**src/rtl/layer_pkg.sv**
```systemverilog
// Shared constants and helpers for the layer compositor: channel ordering,
// per-layer slice offsets into the packed colour bus, and the index width rule.
package layer_pkg;

  localparam int COLOR_W_DEF = 8;
  localparam int MAX_LAYERS  = 16;

  // Channel order inside a packed {R,G,B} pixel, red in the most significant bits.
  typedef enum logic [1:0] {
    CH_R = 2'd0,
    CH_G = 2'd1,
    CH_B = 2'd2
  } chan_e;

  function automatic int idx_width(input int n);
    return (n <= 1) ? 1 : $clog2(n);
  endfunction

  function automatic int rgb_lsb(input int layer, input int cw);
    return layer * 3 * cw;
  endfunction

  function automatic int chan_lsb(input chan_e ch, input int cw);
    return (2 - int'(ch)) * cw;
  endfunction

endpackage

```
**src/rtl/layer_prio_sel.sv**
```systemverilog
// Combinational priority encoder: highest set bit of eff_i wins, and the
// next-lower set bit is reported as the layer directly beneath the winner.
module layer_prio_sel
  import layer_pkg::*;
#(
  parameter int NUM_LAYERS = 4,
  parameter int IDX_W      = idx_width(NUM_LAYERS)
) (
  input  logic [NUM_LAYERS-1:0] eff_i,
  output logic [IDX_W-1:0]      win_idx_o,
  output logic                  win_vld_o,
  output logic [IDX_W-1:0]      below_idx_o,
  output logic                  below_vld_o
);

  // Ascending scan: each hit demotes the previous winner to "below".
  always_comb begin
    win_idx_o   = '0;
    win_vld_o   = 1'b0;
    below_idx_o = '0;
    below_vld_o = 1'b0;
    for (int i = 0; i < NUM_LAYERS; i++) begin
      if (eff_i[i]) begin
        below_idx_o = win_idx_o;
        below_vld_o = win_vld_o;
        win_idx_o   = IDX_W'(i);
        win_vld_o   = 1'b1;
      end
    end
  end

endmodule

```
**src/rtl/layer_compositor.sv**
```systemverilog
// N-layer priority compositor with 2-cycle latency, per-frame shadowed layer mask
// and vs frame counter. Optional averaging with the layer below: LAYER_BLEND_EN.
module layer_compositor
  import layer_pkg::*;
#(
  parameter int NUM_LAYERS = 4,
  parameter int COLOR_W    = COLOR_W_DEF,
  parameter int IDX_W      = idx_width(NUM_LAYERS),
  parameter int FCNT_W     = 16
) (
  input  logic                            clk,
  input  logic                            rst,
  input  logic [9:0]                      x_pos,
  input  logic [9:0]                      y_pos,
  input  logic                            de_in,
  input  logic                            hs_in,
  input  logic                            vs_in,
  input  logic [NUM_LAYERS-1:0]           req,
  input  logic [NUM_LAYERS*3*COLOR_W-1:0] rgb_in,
  input  logic [NUM_LAYERS-1:0]           layer_en_in,
  input  logic [3*COLOR_W-1:0]            bg_color,
`ifdef LAYER_BLEND_EN
  input  logic [NUM_LAYERS-1:0]           blend_mask,
`endif
  output logic [COLOR_W-1:0]              red,
  output logic [COLOR_W-1:0]              green,
  output logic [COLOR_W-1:0]              blue,
  output logic                            de_out,
  output logic                            hs_out,
  output logic                            vs_out,
  output logic [9:0]                      x_out,
  output logic [9:0]                      y_out,
  output logic [IDX_W-1:0]                top_idx,
  output logic                            hit,
  output logic [FCNT_W-1:0]               frame_cnt
);

  localparam int PIX_W = 3 * COLOR_W;

  logic [NUM_LAYERS-1:0]       req_s1_q;
  logic [NUM_LAYERS*PIX_W-1:0] rgb_s1_q;
  logic                        de_s1_q, hs_s1_q, vs_s1_q;
  logic [9:0]                  x_s1_q, y_s1_q;

  logic                        vs_prev_q;
  logic                        vs_rise;
  logic [NUM_LAYERS-1:0]       mask_q, mask_d;
  logic [FCNT_W-1:0]           fcnt_q, fcnt_d;

  logic [PIX_W-1:0]            pix_q, pix_d;
  logic                        hit_q, hit_d;
  logic [IDX_W-1:0]            idx_q, idx_d;
  logic                        de_s2_q, hs_s2_q, vs_s2_q;
  logic [9:0]                  x_s2_q, y_s2_q;

  logic [PIX_W-1:0]            layer_rgb [NUM_LAYERS];
  logic [NUM_LAYERS-1:0]       eff;
  logic [IDX_W-1:0]            win_idx, below_idx;
  logic                        win_vld, below_vld;
  logic [PIX_W-1:0]            win_rgb, mix_rgb;

  // The mask is only sampled on a vs rising edge so a frame never changes mid-scan.
  assign vs_rise = vs_in & ~vs_prev_q;

  always_comb begin
    mask_d = mask_q;
    fcnt_d = fcnt_q;
    if (vs_rise) begin
      mask_d = layer_en_in;
      fcnt_d = fcnt_q + FCNT_W'(1);
    end
  end

  generate
    for (genvar gi = 0; gi < NUM_LAYERS; gi++) begin : g_slice
      assign layer_rgb[gi] = rgb_s1_q[rgb_lsb(gi, COLOR_W) +: PIX_W];
    end
  endgenerate

  assign eff = req_s1_q & mask_q;

  layer_prio_sel #(
    .NUM_LAYERS (NUM_LAYERS),
    .IDX_W      (IDX_W)
  ) u_prio_sel (
    .eff_i       (eff),
    .win_idx_o   (win_idx),
    .win_vld_o   (win_vld),
    .below_idx_o (below_idx),
    .below_vld_o (below_vld)
  );

`ifdef LAYER_BLEND_EN
  logic [PIX_W-1:0]   below_rgb;
  logic [COLOR_W:0]   blend_sum;
`endif

  always_comb begin
    win_rgb = layer_rgb[win_idx];
    mix_rgb = win_rgb;
`ifdef LAYER_BLEND_EN
    below_rgb = below_vld ? layer_rgb[below_idx] : bg_color;
    blend_sum = '0;
    if (blend_mask[win_idx]) begin
      for (int c = 0; c < 3; c++) begin
        blend_sum = {1'b0, win_rgb[c*COLOR_W +: COLOR_W]} + {1'b0, below_rgb[c*COLOR_W +: COLOR_W]};
        mix_rgb[c*COLOR_W +: COLOR_W] = COLOR_W'(blend_sum >> 1);
      end
    end
`endif
    pix_d = '0;
    hit_d = 1'b0;
    idx_d = '0;
    if (de_s1_q) begin
      if (win_vld) begin
        pix_d = mix_rgb;
        hit_d = 1'b1;
        idx_d = win_idx;
      end else begin
        pix_d = bg_color;
      end
    end
  end

  always_ff @(posedge clk) begin
    if (rst) begin
      req_s1_q  <= '0;
      rgb_s1_q  <= '0;
      de_s1_q   <= 1'b0;
      hs_s1_q   <= 1'b0;
      vs_s1_q   <= 1'b0;
      x_s1_q    <= '0;
      y_s1_q    <= '0;
      vs_prev_q <= 1'b0;
      mask_q    <= '1;
      fcnt_q    <= '0;
      pix_q     <= '0;
      hit_q     <= 1'b0;
      idx_q     <= '0;
      de_s2_q   <= 1'b0;
      hs_s2_q   <= 1'b0;
      vs_s2_q   <= 1'b0;
      x_s2_q    <= '0;
      y_s2_q    <= '0;
    end else begin
      req_s1_q  <= req;
      rgb_s1_q  <= rgb_in;
      de_s1_q   <= de_in;
      hs_s1_q   <= hs_in;
      vs_s1_q   <= vs_in;
      x_s1_q    <= x_pos;
      y_s1_q    <= y_pos;
      vs_prev_q <= vs_in;
      mask_q    <= mask_d;
      fcnt_q    <= fcnt_d;
      pix_q     <= pix_d;
      hit_q     <= hit_d;
      idx_q     <= idx_d;
      de_s2_q   <= de_s1_q;
      hs_s2_q   <= hs_s1_q;
      vs_s2_q   <= vs_s1_q;
      x_s2_q    <= x_s1_q;
      y_s2_q    <= y_s1_q;
    end
  end

  assign red       = pix_q[chan_lsb(CH_R, COLOR_W) +: COLOR_W];
  assign green     = pix_q[chan_lsb(CH_G, COLOR_W) +: COLOR_W];
  assign blue      = pix_q[chan_lsb(CH_B, COLOR_W) +: COLOR_W];
  assign hit       = hit_q;
  assign top_idx   = idx_q;
  assign de_out    = de_s2_q;
  assign hs_out    = hs_s2_q;
  assign vs_out    = vs_s2_q;
  assign x_out     = x_s2_q;
  assign y_out     = y_s2_q;
  assign frame_cnt = fcnt_q;

endmodule

```
**config.mk**
```make
export PLATFORM = sky130hd
export DESIGN_NAME = layer_compositor
export DESIGN_NICKNAME = d
export VERILOG_FILES = /design/src/rtl/layer_pkg.sv /design/src/rtl/layer_prio_sel.sv /design/src/rtl/layer_compositor.sv
export SDC_FILE = /design/constraint.sdc
export NUM_CORES = 1
export LEC_CHECK = 0
export BUFFER_PORTS_ARGS = -buffer_cell sky130_fd_sc_hd__buf_4
export CORE_UTILIZATION = 55
export CTS_BUF_LIST = sky130_fd_sc_hd__clkbuf_2 sky130_fd_sc_hd__clkbuf_4 sky130_fd_sc_hd__clkbuf_8
export DETAILED_ROUTE_END_ITERATION = 16
export PLACE_DENSITY_LB_ADDON = 0.05
export SLEW_MARGIN = 20
export SYNTH_ARGS = -nofsm -noshare
export SYNTH_HDL_FRONTEND = slang
export SYNTH_SLANG_ARGS = --single-unit
```
**constraint.sdc**
```tcl
create_clock -name clk -period 2.3 [get_ports clk]
set_clock_uncertainty 0.1 [all_clocks]
set_input_delay 0.46 -clock clk [delete_from_list [all_inputs] [get_ports clk]]
set_output_delay 0.46 -clock clk [all_outputs]
set_load 0.005 [all_outputs]
```
==> impl_results.md <==
- Status: complete, no violations
- First-pass GRT wire length: 21500 µm
- CTS sink count: 193
- Maximum VDD drop: 603 µV
- Placed insts: 885
- CTS Buffer Depth: 2
- CP Max Fanout: 13
- Setup crit start kind: register
- Initial Util: 0.565
- Syn Std Cell Area: 6150 µm²
- Root buffer cell: clkbuf_8
- Yosys warns: 0
- Largest stage delay, worst path: 0.71 ns
- Synth area leader: dfxtp_1
- Slew Viols, Final: 0
- Syn_area_per_cell: 11.0 µm²
- Hold-fix buffer count after cts: 0
- Cell Count, Final, Fillers Out: 915
- Setup bufs post-CTS: 0
- Final ANT Viol Nets: 0
- Ratio of cells with drive above 1 in the final layout: 0.351
- P_leak: 3.60 nW
- Post-DP HPWL: 9800 µm
- Worst-Margin Slew: 0.897 ns
- Final hold slack: 0.0879 ns
- Synth unique cells: 33
- Total track usage: 0.250
- Fmax: 0.546 GHz
- Synth top cells by count: dfxtp_1, nor2b_1, o22ai_1, clkbuf_1, a21oi_1
- MaxCap Viol Count: 0
- Routed wire per std cell: 15.6 µm
- Initial antenna violation count: 0
- Post-synth ARST share: 0
- Antenna cells: 0
- Register-to-register setup slack: 0.47 ns
- Worst setup path end: pix_q[7]$_SDFF_PP0_
- Grt ovf: 0
- Crit. End Element: register
- Setup CP Type: register to register
- Vias/cell: 5.07
- Mapped Nets: 711
- Final setup viols: 0
- Largest net degree at the start of global routing: 166
- I/O Pins: 219
- Sequential fraction of the synthesis area: 0.628
- Beginning of the critical path: req_s1_q[1]$_SDFF_PP0_
- Number of port buffers: 218
- Number of global-route vias before repair: 4569
- RSZ-0062 raised after global routing: false
- Layout area overhead: 34.9%
- Clock latency on the worst-skew pair: 0.46 ns
- R2R depth: 4
- Pre-antenna DRT Iters: 7
- Gpl congestion: 0.810
- CP max stage cell: nor2_1
- Hold Violations, Final: 0
- H-tree depth: 4
- Post-CTS Resized: 0
- Critical path required time: 2.59 ns
- CP Cell Sequence: a22o_1 > nor2_1 > a221oi_1 > o22ai_1
- Starting DRT DRC Count: 242
- Setup TNS: 0 ns
- Yosys top cell area share: 0.628
- Die width: 108 µm
- Die height: 108 µm
- Slew headroom: 0.400
- Via count: 4640
- Synth area leaders: dfxtp_1, nor2b_1, o22ai_1, clkbuf_1, mux2_2
- EDFF count, synth: 0
- Reg-to-reg critical path endpoint: pix_q[7]$_SDFF_PP0_
- CTS tree: built
- Clock slew at reported path FFs: 0.09 ns
- FF-to-FF Start: req_s1_q[1]$_SDFF_PP0_
- Final wirelength: 14300 µm
- DRC viols: 0
- CTS buffer count: 17
- Final net count: 918
- Worst Hold Class: primary input to register
- Flops & latches, synth: 193
- Dominant synthesized flop cell: dfxtp_1
- Min Tclk post-route: 1.83 ns
- Worst endpoint data arrival time: 2.12 ns
- FP Rows: 38
- Core area: 10900 µm²
- Post-Synthesis Cells: 557
- Tcrit/Tclk final: 0.797
- Die Area: 11600 µm²
- Most common cell in the synthesized netlist: dfxtp_1
- Pwr Density: 770 nW/µm²
stage by stage:
step	setup slack (ns)	area (µm²)	power (mW)	utilization
after detailed placement	0.492	7890	4.24	0.724
after global placement	0.528	7890	4.22	0.724
final	0.468	8300	6.39	0.762
after CTS	0.478	8300	6.45	0.762
after floorplan	0.715	6150	3.90	-
after global routing	0.324	8300	6.65	0.762
cell usage in the layout, fill, tap and decap left out, drive strengths merged, types with 11 or more instances in the layout:
| cell | count |
|---|---|
| o21ai | 15 |
| o22ai | 37 |
| a221oi | 13 |
| o221ai | 11 |
| buf | 228 |
| nor2b | 152 |
| mux2 | 11 |
| clkbuf | 20 |
| a21oi | 17 |
| dfxtp | 193 |
| nor2 | 12 |
sequential cells by signal, summed over array words and instances (netlist names):
register,cells
de_out,1
de_s1_q,1
frame_cnt,16
hit,1
hs_out,1
hs_s1_q,1
mask_q,4
pix_q,24
req_s1_q,4
rgb_s1_q,96
top_idx,2
vs_out,1
vs_prev_q,1
x_out,10
x_s1_q,10
y_out,10
y_s1_q,10
worst max-delay path: cells and delay by family, from the launching register on:
kind	cells	cell delay, ns
DFF	1	0.31
and+or+nand+nor	1	0.71
AOI/OAI and AO/OA	3	0.64
power breakdown:
group | switching [mW] | internal (mW) | total (mW)
Sequential | 0.0486 | 3.50 | 3.55
Combinational | 0.254 | 0.362 | 0.616
Clock | 1.08 | 1.14 | 2.23
layout make-up:
cell class              instances  area, µm²
clock inverters                10        135
clock buffers                  20        275
flip-flops and latches        193       3860
repair buffers                228       1720
multi-input cells             324       2120
fillers                       761       2590
well taps                     140        175
routing by layer:
layer | wire length, µm | global-route usage | share of wire
met3 | 1370 | 0.119 | 0.096
met2 | 6800 | 0.406 | 0.48
met4 | 364 | 0.122 | 0.025
met1 | 5780 | 0.272 | 0.40
met5 | 0 | 0 | 0
cell families (layout without fill, tap and decap cells):
kind of cell / Yosys count / count (layout) / synth area share
and+or+nand+nor: 199 / 199 / 0.197
DFF: 193 / 193 / 0.628
AOI/OAI and AO/OA: 102 / 102 / 0.110
buffers and inverters: 40 / 258 / 0.0271
muxes: 12 / 12 / 0.0218
xor gates and xnor gates: 10 / 10 / 0.0142
adders and majority gates: 1 / 1 / 0.00203
how the worst min path moves through the flow:
stage | start | to | slack [ns] | cells past startpoint
after detailed placement | x_s1_q[1]$_SDFF_PP0_ | x_out[1]$_SDFF_PP0_ | 0.32 | 1
after floorplan | hs_s1_q$_SDFF_PP0_ | hs_out$_SDFF_PP0_ | 0.31 | 1
final | layer_en_in[3] | mask_q[3]$_SDFFE_PP1P_ | 0.09 | 2
after global routing | layer_en_in[3] | mask_q[3]$_SDFFE_PP1P_ | 0.05 | 2
after global placement | y_s1_q[5]$_SDFF_PP0_ | y_out[5]$_SDFF_PP0_ | 0.32 | 1
after CTS | layer_en_in[3] | mask_q[3]$_SDFFE_PP1P_ | 0.05 | 2
No activity file was read; power rests on OpenSTA's default activity.
